[config.mk]
export PLATFORM = sky130hd
export DESIGN_NAME = nios2_c_sd_dat_rx
export DESIGN_NICKNAME = d
export VERILOG_FILES = /design/src/rtl/nios2_c_sd_dat_rx_pkg.sv /design/src/rtl/nios2_c_sd_dat_rx_crc16.sv /design/src/rtl/nios2_c_sd_dat_rx.sv
export SDC_FILE = /design/constraint.sdc
export NUM_CORES = 1
export LEC_CHECK = 0
export CORE_ASPECT_RATIO = 2
export CORE_MARGIN = 5
export CORE_UTILIZATION = 66
export DETAILED_ROUTE_END_ITERATION = 10
export PLACE_DENSITY = 0.84
export SETUP_SLACK_MARGIN = 0.3
export SLEW_MARGIN = 30
export SYNTH_ARGS = -nofsm -noshare
export SYNTH_HDL_FRONTEND = slang
export SYNTH_HIERARCHICAL = 1
export SYNTH_SLANG_ARGS = --single-unit
[constraint.sdc]
create_clock -name clk -period 10.39 [get_ports clk]
set_clock_uncertainty 0.05 [all_clocks]
set_input_delay 2.5975 -clock clk [delete_from_list [all_inputs] [get_ports clk]]
set_output_delay 2.5975 -clock clk [all_outputs]
set_load 0.005 [all_outputs]
[src/rtl/nios2_c_sd_dat_rx_pkg.sv]
// Shared constants and types for the SD 4-bit data receive engine.
// Optional CRC checking is selected with the SD_DAT_RX_CRC_EN macro.
package nios2_c_sd_dat_rx_pkg;

  localparam logic [2:0] ADDR_DATA    = 3'd0;
  localparam logic [2:0] ADDR_STATUS  = 3'd1;
  localparam logic [2:0] ADDR_CONTROL = 3'd2;
  localparam logic [2:0] ADDR_BLKLEN  = 3'd3;
  localparam logic [2:0] ADDR_TIMEOUT = 3'd4;

  localparam int ST_BUSY      = 0;
  localparam int ST_DONE      = 1;
  localparam int ST_CRC_ERR   = 2;
  localparam int ST_TIMEOUT   = 3;
  localparam int ST_END_ERR   = 4;
  localparam int ST_LEVEL_LSB = 8;

  localparam int CTL_START  = 0;
  localparam int CTL_ABORT  = 1;
  localparam int CTL_IRQ_EN = 2;

  // x^16 + x^12 + x^5 + 1, x^16 term implicit
  localparam logic [15:0] CRC16_POLY = 16'h1021;

  typedef enum logic [2:0] {
    IDLE       = 3'd0,
    WAIT_START = 3'd1,
    DATA       = 3'd2,
    CRC        = 3'd3,
    END        = 3'd4,
    DONE       = 3'd5
  } rx_state_t;

endpackage

[src/rtl/nios2_c_sd_dat_rx_crc16.sv]
// Bit-serial CRC16 (CCITT polynomial, init 0) for one SD DAT line.
module sd_crc16_serial
  import nios2_c_sd_dat_rx_pkg::*;
(
  input  logic        clk,
  input  logic        reset_n,
  input  logic        clr,
  input  logic        en,
  input  logic        din,
  output logic [15:0] crc
);

  logic fb;
  assign fb = din ^ crc[15];

  always_ff @(posedge clk or negedge reset_n) begin
    if (!reset_n)  crc <= '0;
    else if (clr)  crc <= '0;
    else if (en)   crc <= {crc[14:0], 1'b0} ^ (fb ? CRC16_POLY : 16'h0000);
  end

endmodule

[src/rtl/nios2_c_sd_dat_rx.sv]
// SD 4-bit DAT block receiver with Avalon-MM slave and word FIFO.
// Define SD_DAT_RX_CRC_EN to build the per-line CRC16 checkers.
module nios2_c_sd_dat_rx
  import nios2_c_sd_dat_rx_pkg::*;
#(
  parameter int CLK_DIV    = 4,
  parameter int FIFO_DEPTH = 16,
  parameter int BLKLEN_RST = 512
) (
  input  logic        clk,
  input  logic        reset_n,
  input  logic [2:0]  address,
  input  logic        chipselect,
  input  logic        read_n,
  input  logic        write_n,
  input  logic [31:0] writedata,
  output logic [31:0] readdata,
  input  logic [3:0]  sd_dat_in,
  output logic        sd_clk_out,
  output logic        irq
);

  localparam int          AW       = $clog2(FIFO_DEPTH);
  localparam logic [7:0]  DIV_LAST = 8'(CLK_DIV - 1);
  localparam logic [AW:0] LVL_FULL = (AW+1)'(FIFO_DEPTH);

  rx_state_t   state, state_n;
  logic        running, busy;
  logic [7:0]  div_cnt;
  logic        stall, tick, sample, data_en;
  logic        irq_en, done, crc_err, to_flag, end_err;
  logic [11:0] blklen;
  logic [15:0] tmo_reg, to_cnt;
  logic [12:0] nib_cnt;
  logic [3:0]  crc_cnt;
  logic [31:0] wbuf, word_nx, word_q;
  logic [4:0]  shamt;
  logic        pend, word_done, last_nib, to_hit, crc_mis;
  logic [31:0] mem [FIFO_DEPTH];
  logic [AW:0] wptr, rptr, level;
  logic        full, empty, push, pop, flush;
  logic        wr_en, rd_en, ctl_wr, start_cmd, abort_cmd;
  logic [31:0] lvl32, status_w;
  logic        unused_wdata;

  assign unused_wdata = ^writedata[31:16];

  // Bus decode; abort dominates start, start only honoured from IDLE
  assign wr_en     = chipselect & ~write_n;
  assign rd_en     = chipselect & ~read_n;
  assign ctl_wr    = wr_en & (address == ADDR_CONTROL);
  assign abort_cmd = ctl_wr & writedata[CTL_ABORT];
  assign start_cmd = ctl_wr & writedata[CTL_START] & ~writedata[CTL_ABORT] & (state == IDLE);

  // A finished word that cannot enter a full FIFO parks the SD clock low
  assign stall   = pend & full & ~sd_clk_out;
  assign tick    = running & ~stall & (div_cnt == DIV_LAST);
  assign sample  = tick & ~sd_clk_out;
  assign data_en = sample & (state == DATA);

  assign to_hit   = ({1'b0, to_cnt} + 17'd1) >= {1'b0, tmo_reg};
  assign last_nib = nib_cnt == ({blklen, 1'b0} - 13'd1);
  // First nibble of each byte is the high one; bytes fill the word LSB first
  assign shamt     = {nib_cnt[2:1], ~nib_cnt[0], 2'b00};
  assign word_nx   = wbuf | (32'(sd_dat_in) << shamt);
  assign word_done = data_en & ~abort_cmd & ((nib_cnt[2:0] == 3'd7) | last_nib);

  // FSM: state register
  always_ff @(posedge clk or negedge reset_n) begin
    if (!reset_n) state <= IDLE;
    else          state <= state_n;
  end

  // FSM: next state
  always_comb begin
    state_n = state;
    if (abort_cmd) state_n = IDLE;
    else begin
      case (state)
        IDLE:       if (start_cmd) state_n = WAIT_START;
        WAIT_START: if (sample) begin
                      if (sd_dat_in == 4'b0000) state_n = DATA;
                      else if (to_hit)          state_n = DONE;
                    end
        DATA:       if (sample && last_nib)           state_n = CRC;
        CRC:        if (sample && crc_cnt == 4'd15)   state_n = END;
        END:        if (sample)                       state_n = DONE;
        DONE:       state_n = IDLE;
        default:    state_n = IDLE;
      endcase
    end
  end

  // FSM: outputs
  always_comb begin
    running = 1'b0;
    busy    = 1'b1;
    case (state)
      IDLE:    busy    = 1'b0;
      DONE:    running = 1'b0;
      default: running = 1'b1;
    endcase
  end

  always_ff @(posedge clk or negedge reset_n) begin
    if (!reset_n) begin
      div_cnt    <= '0;
      sd_clk_out <= 1'b0;
    end else if (!running) begin
      div_cnt    <= '0;
      sd_clk_out <= 1'b0;
    end else if (!stall) begin
      if (div_cnt == DIV_LAST) begin
        div_cnt    <= '0;
        sd_clk_out <= ~sd_clk_out;
      end else begin
        div_cnt <= div_cnt + 8'd1;
      end
    end
  end

  always_ff @(posedge clk or negedge reset_n) begin
    if (!reset_n) begin
      to_cnt  <= '0;
      nib_cnt <= '0;
      crc_cnt <= '0;
      wbuf    <= '0;
      done    <= 1'b0;
      crc_err <= 1'b0;
      to_flag <= 1'b0;
      end_err <= 1'b0;
    end else if (start_cmd) begin
      to_cnt  <= '0;
      nib_cnt <= '0;
      crc_cnt <= '0;
      wbuf    <= '0;
      done    <= 1'b0;
      crc_err <= 1'b0;
      to_flag <= 1'b0;
      end_err <= 1'b0;
    end else if (sample && !abort_cmd) begin
      case (state)
        WAIT_START: if (sd_dat_in != 4'b0000) begin
                      to_cnt <= to_cnt + 16'd1;
                      if (to_hit) to_flag <= 1'b1;
                    end
        DATA: begin
          nib_cnt <= nib_cnt + 13'd1;
          wbuf    <= word_done ? '0 : word_nx;
        end
        CRC: begin
          crc_cnt <= crc_cnt + 4'd1;
          if (crc_mis) crc_err <= 1'b1;
        end
        END: begin
          if (sd_dat_in != 4'b1111) end_err <= 1'b1;
          done <= 1'b1;
        end
        default: ;
      endcase
    end
  end

`ifdef SD_DAT_RX_CRC_EN
  logic [3:0][15:0] crc_q;
  logic [3:0]       crc_bit;
  for (genvar i = 0; i < 4; i++) begin : g_crc
    sd_crc16_serial u_crc (
      .clk     (clk),
      .reset_n (reset_n),
      .clr     (start_cmd),
      .en      (data_en),
      .din     (sd_dat_in[i]),
      .crc     (crc_q[i])
    );
    // Engines hold still during CRC, so index the expected bit MSB first
    assign crc_bit[i] = crc_q[i][4'd15 - crc_cnt];
  end
  assign crc_mis = |(crc_bit ^ sd_dat_in);
`else
  assign crc_mis = 1'b0;
`endif

  assign flush = start_cmd | abort_cmd;
  assign level = wptr - rptr;
  assign full  = level == LVL_FULL;
  assign empty = level == '0;
  assign pop   = rd_en & (address == ADDR_DATA) & ~empty;
  assign push  = pend & (~full | pop);

  always_ff @(posedge clk or negedge reset_n) begin
    if (!reset_n) begin
      pend   <= 1'b0;
      word_q <= '0;
    end else if (flush) begin
      pend <= 1'b0;
    end else begin
      if (push) pend <= 1'b0;
      if (word_done) begin
        pend   <= 1'b1;
        word_q <= word_nx;
      end
    end
  end

  always_ff @(posedge clk) begin
    if (push && !flush) mem[wptr[AW-1:0]] <= word_q;
  end

  always_ff @(posedge clk or negedge reset_n) begin
    if (!reset_n) begin
      wptr <= '0;
      rptr <= '0;
    end else if (flush) begin
      wptr <= '0;
      rptr <= '0;
    end else begin
      if (push) wptr <= wptr + 1'b1;
      if (pop)  rptr <= rptr + 1'b1;
    end
  end

  always_ff @(posedge clk or negedge reset_n) begin
    if (!reset_n) begin
      irq_en  <= 1'b0;
      blklen  <= 12'(BLKLEN_RST);
      tmo_reg <= 16'hFFFF;
    end else if (wr_en) begin
      case (address)
        ADDR_CONTROL: irq_en  <= writedata[CTL_IRQ_EN];
        ADDR_BLKLEN:  blklen  <= writedata[11:0];
        ADDR_TIMEOUT: tmo_reg <= writedata[15:0];
        default: ;
      endcase
    end
  end

  assign lvl32    = 32'(level);
  assign status_w = {19'b0, lvl32[4:0], 3'b0, end_err, to_flag, crc_err, done, busy};

  always_ff @(posedge clk or negedge reset_n) begin
    if (!reset_n) readdata <= '0;
    else if (rd_en) begin
      case (address)
        ADDR_DATA:    readdata <= empty ? 32'h0 : mem[rptr[AW-1:0]];
        ADDR_STATUS:  readdata <= status_w;
        ADDR_CONTROL: readdata <= {29'b0, irq_en, 2'b00};
        ADDR_BLKLEN:  readdata <= {20'b0, blklen};
        ADDR_TIMEOUT: readdata <= {16'b0, tmo_reg};
        default:      readdata <= '0;
      endcase
    end
  end

  assign irq = irq_en & (done | to_flag);

endmodule

==> results of run 1 <==
## cell families after synthesis
kind of cell / count (synthesis) / synth area share, %
AOI/OAI and AO/OA: 210 / 4.62
buffers and inverters: 127 / 1.82
and+or+nand+nor: 417 / 7.11
xor gates and xnor gates: 54 / 1.64
DFF: 696 / 69.5
muxes: 197 / 13.9
adders and majority gates: 32 / 1.42
## where the power goes
group	switching, W	total (W)	leakage (nW)	internal (W)
clock	0.000979	0.00215	0.890	0.00117
combinational	0.000483	0.000864	3.11	0.000381
sequential	0.000159	0.00320	5.98	0.00304
total	0.00162	0.00620	9.98	0.00458
## worst min path at each step
stage / start / endpoint / slack, ns
floorplan: end_err$_DFFE_PN0P_ / end_err$_DFFE_PN0P_ / 0.41
global placement: readdata[3]$_DFFE_PN0P_ / readdata[3]$_DFFE_PN0P_ / 0.41
detailed placement: readdata[19]$_DFFE_PN0P_ / readdata[19]$_DFFE_PN0P_ / 0.41
CTS: readdata[3]$_DFFE_PN0P_ / readdata[3]$_DFFE_PN0P_ / 0.44
global route: readdata[6]$_DFFE_PN0P_ / readdata[6]$_DFFE_PN0P_ / 0.46
finish: readdata[5]$_DFFE_PN0P_ / readdata[5]$_DFFE_PN0P_ / 0.43
## critical path, cell delays in order
cell	delay, ns
clkdlybuf4s50_1	0.58
nand2b_4	0.40
or4_1	0.54
a21oi_1	0.57
nand2_1	0.24
nor3_1	0.35
and2_2	0.52
buf_4	0.51
## Yosys cell counts, drive strengths merged (2+ instances only)
master,number
a211oi,6
nor3,16
mux2,32
nand3,60
and3b,3
or3,6
o21a,2
dfstp,17
nand4,21
nor2,117
buf,31
nor4,11
or4b,3
xnor2,18
a21o,3
nor2b,12
and4,3
a31oi,20
nand2b,8
dfrtp,167
or4,8
o21ba,9
nand3b,6
nor3b,9
a222oi,11
o21ai,46
a41oi,6
mux2i,5
nand2,98
ha,31
clkbuf,63
and2,21
o31ai,2
a21oi,81
or2,4
edfxtp,512
and3,10
a2111oi,6
inv,33
xor2,36
a22oi,3
mux4,160
## area by class of cell
cell class	count	share of cell area [%]
clock buffers	72	4.87
inverters	33	0.388
repair buffers	94	2.79
well taps	550	2.16
diodes	1	0.00784
clock inverters	29	0.921
flip-flops and latches	696	62.7
multi-input cells	910	26.2
## through the flow
stage          setup slack, ns  utilization [%]  hold WS (ns)
5_1_grt                   4.09             73.8         0.457
6_report                  4.22             73.8         0.430
4_1_cts                   4.29             73.7         0.436
3_3_place_gp              3.46             69.4         0.412
2_1_floorplan             4.95                -         0.409
3_5_place_dp              3.76             69.4         0.413
## routing by layer
layer	vias to the layer above	global-route usage [%]
met4	0	19.1
met2	1132	54.0
li1	6866	-
met5	-	0
met1	8487	35.8
met3	344	5.20
==> results.txt, run 1 <==
Register Area: 0.0200 mm²
Placed Cells incl. Taps: 2281
Setup TNS: 0 ns
die width: 158 µm
cts bufs inserted: 55
Worst-Skew Late Latency: 0.61 ns
Starting DRT DRC Count: 2007
post-CTS setup buffer count: 0
Main synth FF type: edfxtp_1
WL/cell: 30.8 µm
fin crit share: 59.4%
H-tree Lvls: 2
final hold violations: 0
Critical Path RT: 10.58 ns
max_cap viols: 0
Tmin final: 6.17 ns
hold path cells: 2
DR WL met2: 38.7 mm
Post-Synthesis Cells: 1733
Routed Antenna Nets: 0
largest net degree at the start of global routing: 111
crit path capture type: flop
Leak: 9.98 nW
Root Buffer: clkbuf_16
Yosys warning count: 6
CTS clk-pin slew, worst paths: 0.07 ns
area of the multi-input gates: 0.00835 mm²
Pwr Density: 194 mW/mm²
Worst R2R Start: rptr[0]$_DFFE_PN0P_
Worst Setup SP: chipselect
R2R Path End: mem[3][15]$_DFFE_PP_
M1 WL: 22.9 mm
r2r setup slk: 5.67 ns
crit-path max FO: 35
Pwr Total: 0.00620 W
# hold bufs at CTS: 0
RSZ-0062 raised after global routing: false
Tightest Pin Transition: 0.936 ns
most common cell after layout, fill and taps aside: edfxtp_1
Bufs on Longest Clock Path: 3
GP Congestion: 0.927
first-pass GRT wire length: 110 mm
drt pass-1 iters: 8
syn nets: 1809
max reg flops: 512
post-synth cell types: 70
FF+latch count, synth: 696
DR vias/cell: 7.06
residual DRC count: 0
top post-synthesis cells by area: edfxtp_1 53%, dfrtp_1 15%, mux4_2 13%
Worst slew margin: 37.2%
Hold WC Path Type: reg -> reg
Fmax: 162 MHz
Cell Rows: 108
Detailed Route WL: 73.4 mm
die height: 305 µm
startpoint types: primary input
share of cells above drive strength 1: 20.1%
post-CTS sizing: 0
Sink Count: 696
worst setup path end: mem[3][15]$_DFFE_PP_
finished layout cell area: 0.0319 mm²
Final Setup Violations: 0
syn avg cell area: 16.6 µm²
cell taking the most area after synthesis: edfxtp_1
# fillers: 2380
number of flops mapped to enable cells by yosys: 512
routed vias: 16800
number of global-route vias before repair: 17700
number of port buffers: 61
worst r2r path cells: 11
maximum vdd drop: 139 µV
crit path kind: in -> reg
Area growth syn-to-layout: 10.8%
effective utilization at floorplan: 66.6%
fin nets: 1866
WL met3: 5.89 mm
GRT Util Overall: 31.2%
Slew Limit Fails: 0
filler-free cell count of the finished design: 2385
die area: 0.0482 mm²
commonest cells after routing, fill and taps aside: 512 x edfxtp_1, 164 x dfrtp_1, 160 x mux4_2, 117 x nor2_1, 98 x nand2_1
placed instance area: 0.0300 mm²
DP Wirelength: 42.2 mm
initial antenna violation count: 1
Seq/Total Area, Yosys: 69.5%
ys async rst share: 26.4%
CTS tree: done
arrival time at the worst endpoint: 6.36 ns
Yosys top cell area share: 53.4%
Cell Area, Synth: 0.0288 mm²
global route overflow: 0
Top Metal Used: met4
status: complete, no violations
# IOs: 78
core area: 0.0432 mm²
Power figures use the tool's default switching activity.
==> run 2, diff against run 1 <==
Settings changed: CORE_UTILIZATION 66 to 56, PLACE_DENSITY 0.84 to 0.76.
Clock period 10.39 ns to 5.3 ns, I/O delays scaled along.
==> run 2 against run 1 <==
Net effect: global-route usage down 6.0 points; critical path depth up 6; first-iteration DRC count down 19%; cell area up 1.9%; routed wire length down 5.7%; worst setup slack worse by 3.1 ns; die area up 17%; sequential share of layout area down 1.2 points; register-to-register slack worse by 4.6 ns; sequential cell count unchanged; critical path type is now reg -> reg.
==> results.txt, run 2 (synthesis results as in run 1) <==
Root Buffer: clkbuf_16
final hold violations: 0 (unchanged)
Bufs on Longest Clock Path: 3 (unchanged)
share of cells above drive strength 1: 21.2% (+1.1 points)
routed vias: 16100 (-4.3%)
Detailed Route WL: 69.3 mm (-5.7%)
fin nets: 1891 (+1.3%)
crit path kind: reg -> reg
Clk pwr share: 35.8% (+1.2 points)
CTS tree: done
residual DRC count: 0 (unchanged)
# fillers: 3455 (+45%)
RSZ-0062 raised after global routing: false
crit path capture type: flop
Tightest Pin Transition: 1.18 ns (+0.248 ns)
initial antenna violation count: 0 (-1)
GP Congestion: 0.909 (-2.0%)
GRT Util Overall: 25.2% (-6.0 points)
fin crit share: 79.6%
max reg flops: 512 (unchanged)
largest net degree at the start of global routing: 112 (+0.90%)
switching pwr: 0.00319 W (+97%)
post-CTS setup buffer count: 0 (unchanged)
startpoint types: flop
CTS clk-pin slew, worst paths: 0.07 ns (about the same)
Sink Count: 696 (unchanged)
number of global-route vias before repair: 17300 (-2.4%)
Leak: 10.2 nW (+2.3%)
Comb pwr share: 14.3% (+0.4 points)
post-CTS sizing: 0 (unchanged)
number of port buffers: 61 (unchanged)
Fmax: 237 MHz
Int Pwr: 0.00922 W (+100%)
effective utilization at floorplan: 56.5% (-10 points)
placed instance area: 0.0305 mm² (+1.6%)
Final Setup Violations: 0 (unchanged)
Seq pwr share: 49.9% (-1.6 points)
Starting DRT DRC Count: 1630 (-19%)
WL/cell: 27.5 µm (-11%)
first-pass GRT wire length: 105 mm (-4.0%)
critical path's largest stage delay: 0.78 ns (+0.20 ns)
Sw Ratio: 25.7% (-0.43 points)
worst hold slack: 0.429 ns (-0.00170 ns)
# hold bufs at CTS: 0 (unchanged)
# IOs: 78 (unchanged)
status: complete, no violations
Area growth syn-to-layout: 12.9%
drt pass-1 iters: 6 (-2)
cts bufs inserted: 57 (+3.6%)
arrival time at the worst endpoint: 4.70 ns (-1.66 ns)
H-tree Lvls: 2 (unchanged)
Tmin final: 4.22 ns
Pwr Density: 381 mW/mm² (+96%)
global route overflow: 0 (unchanged)
most common cell after layout, fill and taps aside: edfxtp_1
worst-path cell chain: ha_1, nand3_1, or2_2, nor2_1, nand3_1, xnor2_1, ha_1, o21ai_0, o21ai_0, a2111oi_0, a211oi_1, o21ai_1, or4_1, a21oi_1
Worst-Skew Late Latency: 0.61 ns (about the same)
core area: 0.0509 mm² (+18%)
Hold WC Path Type: reg -> reg
crit-path max FO: 6 (-83%)
maximum vdd drop: 336 µV (+140%)
finished layout cell area: 0.0325 mm² (+1.9%)
Antenna diodes: 0 (-1)
max_cap viols: 0 (unchanged)
die area: 0.0563 mm² (+17%)
Slew Limit Fails: 0 (unchanged)
CP max stage cell: a211oi_1
Setup TNS: 0 ns (unchanged)
Critical Path RT: 5.78 ns (-4.80 ns)
DP Wirelength: 41.8 mm (-1.0%)
Worst slew margin: 20.9% (-16 points)
Routed Antenna Nets: 0 (unchanged)
die width: 170 µm (+8.0%)
commonest cells after routing, fill and taps aside: 512 x edfxtp_1, 164 x dfrtp_1, 160 x mux4_2, 117 x nor2_1, 98 x nand2_1
DR vias/cell: 6.39 (-9.4%)
Cell Rows: 117 (+8.3%)
die height: 331 µm (+8.3%)
run 2: cell types whose count changed in the layout (fill, tap and decap cells not counted), sizes merged:
cell      change
bufinv        +2
buf          +23
clkinvlp      -2
clkbuf        +7
diode         -1
run 2: path summary, 6_finish.rpt:
path / to / slack [ns] / start / cells after the start
min in group asynchronous: to_cnt[5]$_DFFE_PN0P_ / 0.52 / reset_n / 1
setup / recovery: state[2]$_DFFE_PN0P_ / 1.08 / to_cnt[0]$_DFFE_PN0P_ / 14
hold reg to reg: readdata[3]$_DFFE_PN0P_ / 0.43 / readdata[3]$_DFFE_PN0P_ / 2
setup reg to reg: state[2]$_DFFE_PN0P_ / 1.08 / to_cnt[0]$_DFFE_PN0P_ / 14
hold / removal: readdata[3]$_DFFE_PN0P_ / 0.43 / readdata[3]$_DFFE_PN0P_ / 2
max in group asynchronous: tmo_reg[11]$_DFFE_PN1P_ / 3.48 / reset_n / 3
run 2: per-stage QoR:
stage	util, %	instances	setup slack, ns	power (W)
after floorplan	-	1733	0.650	0.00750
after global placement	59.8	2408	0.883	0.00804
after detailed placement	59.9	2409	0.755	0.00809
after CTS	63.8	2517	1.15	0.0125
after global routing	63.8	2518	0.939	0.0129
final	63.8	2518	1.08	0.0124
run 2: area by class of cell:
type	count	area [µm²]	area share (%)
Tap cell	654	818	2.52
Multi-Input combinational cell	910	8340	25.7
Clock inverter	29	330	1.02
Clock buffer	79	1660	5.11
Inverter	33	124	0.381
Sequential cell	696	20000	61.5
Timing Repair Buffer	117	1240	3.80
run 2: power by group through the flow:
stage               sequential, W  combinational, W  clock, W
floorplan                 0.00618           0.00132         0
global placement          0.00628           0.00176         0
detailed placement        0.00629           0.00179         0
CTS                       0.00618           0.00180   0.00449
global route              0.00621           0.00196   0.00473
finish                    0.00619           0.00178   0.00444
run 2: per-layer routing:
metal | GRT usage [%] | wire length [µm] | vias up
li1 | - | - | 6915
met1 | 28.8 | 23300 | 8248
met2 | 46.0 | 37900 | 744
met3 | 3.99 | 4250 | 193
met4 | 11.8 | 3770 | 0
met5 | 0 | 0 | -
run 2: critical path: cells and delay by family, from the launching register on:
kind	cells	cell delay [ns]
flops	1	0.46
compound gates	6	1.53
xor+xnor	1	0.16
simple gates	5	1.37
fa+ha+maj	2	0.56
==> run 3, diff against run 2 <==
Clock period 5.3 ns to 3.5 ns, I/O delays scaled along.
==> run 3 against run 2 <==
Net effect: the flow now finishes with violations (max-capacitance violations); maximum frequency up 23%; cell area up 8.4%; total power up 57%; critical endpoint unchanged.
==> results.txt, run 3 (synthesis results as in run 1) <==
routed vias: 17700 (+9.9%)
# fillers: 3038 (-12%)
die area: 0.0563 mm² (unchanged)
core area: 0.0509 mm² (unchanged)
Leak: 11.1 nW (+8.8%)
fin nets: 2016 (+6.6%)
# hold bufs at CTS: 0 (unchanged)
Seq pwr share: 47.9% (-2.0 points)
drt pass-1 iters: 5 (-1)
cts bufs inserted: 55 (-3.5%)
first-pass GRT wire length: 114 mm (+8.4%)
# IOs: 78 (unchanged)
residual DRC count: 0 (unchanged)
status: finished with violations
worst r2r path cells: 18 (+4)
Placed Cells incl. Taps: 2464 (+2.3%)
crit path capture type: flop
critical path's largest stage delay: 0.48 ns (-0.30 ns)
Clk pwr share: 34.6% (-1.2 points)
fin crit share: 98.3% (+19 points)
CTS clk-pin slew, worst paths: 0.08 ns (about the same)
GP Congestion: 0.915 (+0.67%)
Hold WC Path Type: in -> async
Sw Ratio: 26.9% (+1.2 points)
fin util: 69.2% (+5.4 points)
Root Buffer: clkbuf_16
RSZ-0062 raised after global routing: true
H-tree Lvls: 2 (unchanged)
Buf+Inv Stages, Crit Path: 4 (+4)
largest net degree at the start of global routing: 132 (+18%)
Pwr Density: 551 mW/mm² (+45%)
CP max stage cell: or4_4
GRT Util Overall: 27.7% (+2.5 points)
number of global-route vias before repair: 18000 (+4.5%)
finished layout cell area: 0.0353 mm² (+8.4%)
DP Wirelength: 47.4 mm (+13%)
Starting DRT DRC Count: 2077 (+27%)
Critical Path RT: 4.02 ns (-1.76 ns)
Area growth syn-to-layout: 22.4%
die width: 170 µm (unchanged)
startpoint types: flop
most common cell after layout, fill and taps aside: edfxtp_1
Worst slew margin: 0.953% (-20 points)
post-placement setup slack: -0.231 ns (-0.986 ns)
Slew Limit Fails: 0 (unchanged)
commonest cells after routing, fill and taps aside: 512 x edfxtp_1, 164 x dfrtp_1, 160 x mux4_2, 96 x nand2_1, 94 x buf_4
Int Pwr: 0.0142 W (+54%)
initial antenna violation count: 1 (+1)
failing checks: max-capacitance violations
max reg flops: 512 (unchanged)
final hold violations: 0 (unchanged)
cell mode on critical path: buf_6
WL/cell: 31.8 µm (+16%)
number of port buffers: 61 (unchanged)
filler-free cell count of the finished design: 2641 (+4.9%)
Final Setup Violations: 0 (unchanged)
placed instance area: 0.0312 mm² (+2.3%)
Detailed Route WL: 84.0 mm (+21%)
Bufs on Longest Clock Path: 3 (unchanged)
worst-path cell chain: buf_6, nand3_4, nor2_4, buf_6, nand3_4, nor2_4, and3_4, xor2_4, ha_4, buf_6, nand4_1, nor4_2, a311oi_1, buf_4, nand2_2, o21ai_2, or4_4, a21oi_2
Cell Rows: 117 (unchanged)
Worst-Skew Late Latency: 0.63 ns (+0.02 ns)
arrival time at the worst endpoint: 3.96 ns (-0.74 ns)
switching pwr: 0.00523 W (+64%)
CP top delay family: simple AND/OR/NAND/NOR gates
Routed Antenna Nets: 0 (unchanged)
Setup TNS: 0 ns (unchanged)
maximum vdd drop: 513 µV (+52%)
DR vias/cell: 6.70 (+4.7%)
Sink Count: 696 (unchanged)
max_cap viols: 1 (+1)
critical path depth: 18 (+4)
Tightest Pin Transition: 1.48 ns (+0.299 ns)
Fmax: 291 MHz (+23%)
global route overflow: 0 (unchanged)
die height: 331 µm (unchanged)
setup ws final: 0.0596 ns (-1.02 ns)
Tmin final: 3.44 ns (-0.779 ns)
share of cells above drive strength 1: 33.9% (+13 points)
effective utilization at floorplan: 56.5% (unchanged)
Comb pwr share: 17.5% (+3.2 points)
CTS tree: done
crit-path max FO: 3 (-3)
crit path kind: reg -> reg
## run 3: changes by cell type in the layout (fill, tap and decap cells not counted), moves of 13 or more
cell     previous run  this run
buf_4              38        94
nor2_1            117        65
nor2_4              0        42
buf_12             13        52
a21oi_1            81        57
a21oi_2             0        24
and2_4              0        23
a31oi_1            20         4
and2_2             16         0
buf_6               3        16
## run 3: repair_timing
item | CTS | global route
pin swaps | 23 | 54
cloned | 10 | 10
gates resized for setup | 55 | 201
buffers inserted | 14 | 39
setup endpoints to repair | 551 | 451
## run 3: path summary, 6_finish.rpt
path,startpoint,end,slack (ns)
min in group clk,readdata[8]$_DFFE_PN0P_,readdata[8]$_DFFE_PN0P_,0.43
worst min register to register,readdata[8]$_DFFE_PN0P_,readdata[8]$_DFFE_PN0P_,0.43
worst max-delay path,to_cnt[0]$_DFFE_PN0P_,state[2]$_DFFE_PN0P_,0.06
max in group asynchronous,reset_n,tmo_reg[11]$_DFFE_PN1P_,2.24
worst max register to register,to_cnt[0]$_DFFE_PN0P_,state[2]$_DFFE_PN0P_,0.06
worst min-delay path,reset_n,readdata[11]$_DFFE_PN0P_,0.18
## run 3: cell type report
type / count / area (µm²) / area share (%)
flip-flops and latches: 696 / 20000 / 56.7
diodes: 1 / 2.50 / 0.00710
multi-input cells: 917 / 9470 / 26.9
clock buffers: 75 / 1600 / 4.52
well taps: 654 / 818 / 2.32
clock inverters: 28 / 370 / 1.05
inverters: 33 / 124 / 0.351
repair buffers: 237 / 2870 / 8.14
## run 3: per-layer routing
layer  up-vias  GRT usage [%]  part of all wire, %
li1       7166              -                    -
met1      9066           31.0                   31
met2      1090           50.9                   54
met3       366           3.48                  7.0
met4         0           15.2                  8.3
met5         -              0                    0
## run 3: per-stage QoR
stage,hold slack (ns),power [W]
floorplan,0.409,0.0114
global placement,0.414,0.0124
detailed placement,0.421,0.0124
CTS,0.195,0.0192
global route,0.210,0.0201
finish,0.176,0.0194
## run 3: power groups by stage
stage	logic (W)	registers (W)	clock network, W
5_1_grt	0.00366	0.00932	0.00714
2_1_floorplan	0.00207	0.00935	0
6_report	0.00340	0.00931	0.00674
3_5_place_dp	0.00298	0.00944	0
4_1_cts	0.00313	0.00928	0.00675
3_3_place_gp	0.00294	0.00943	0
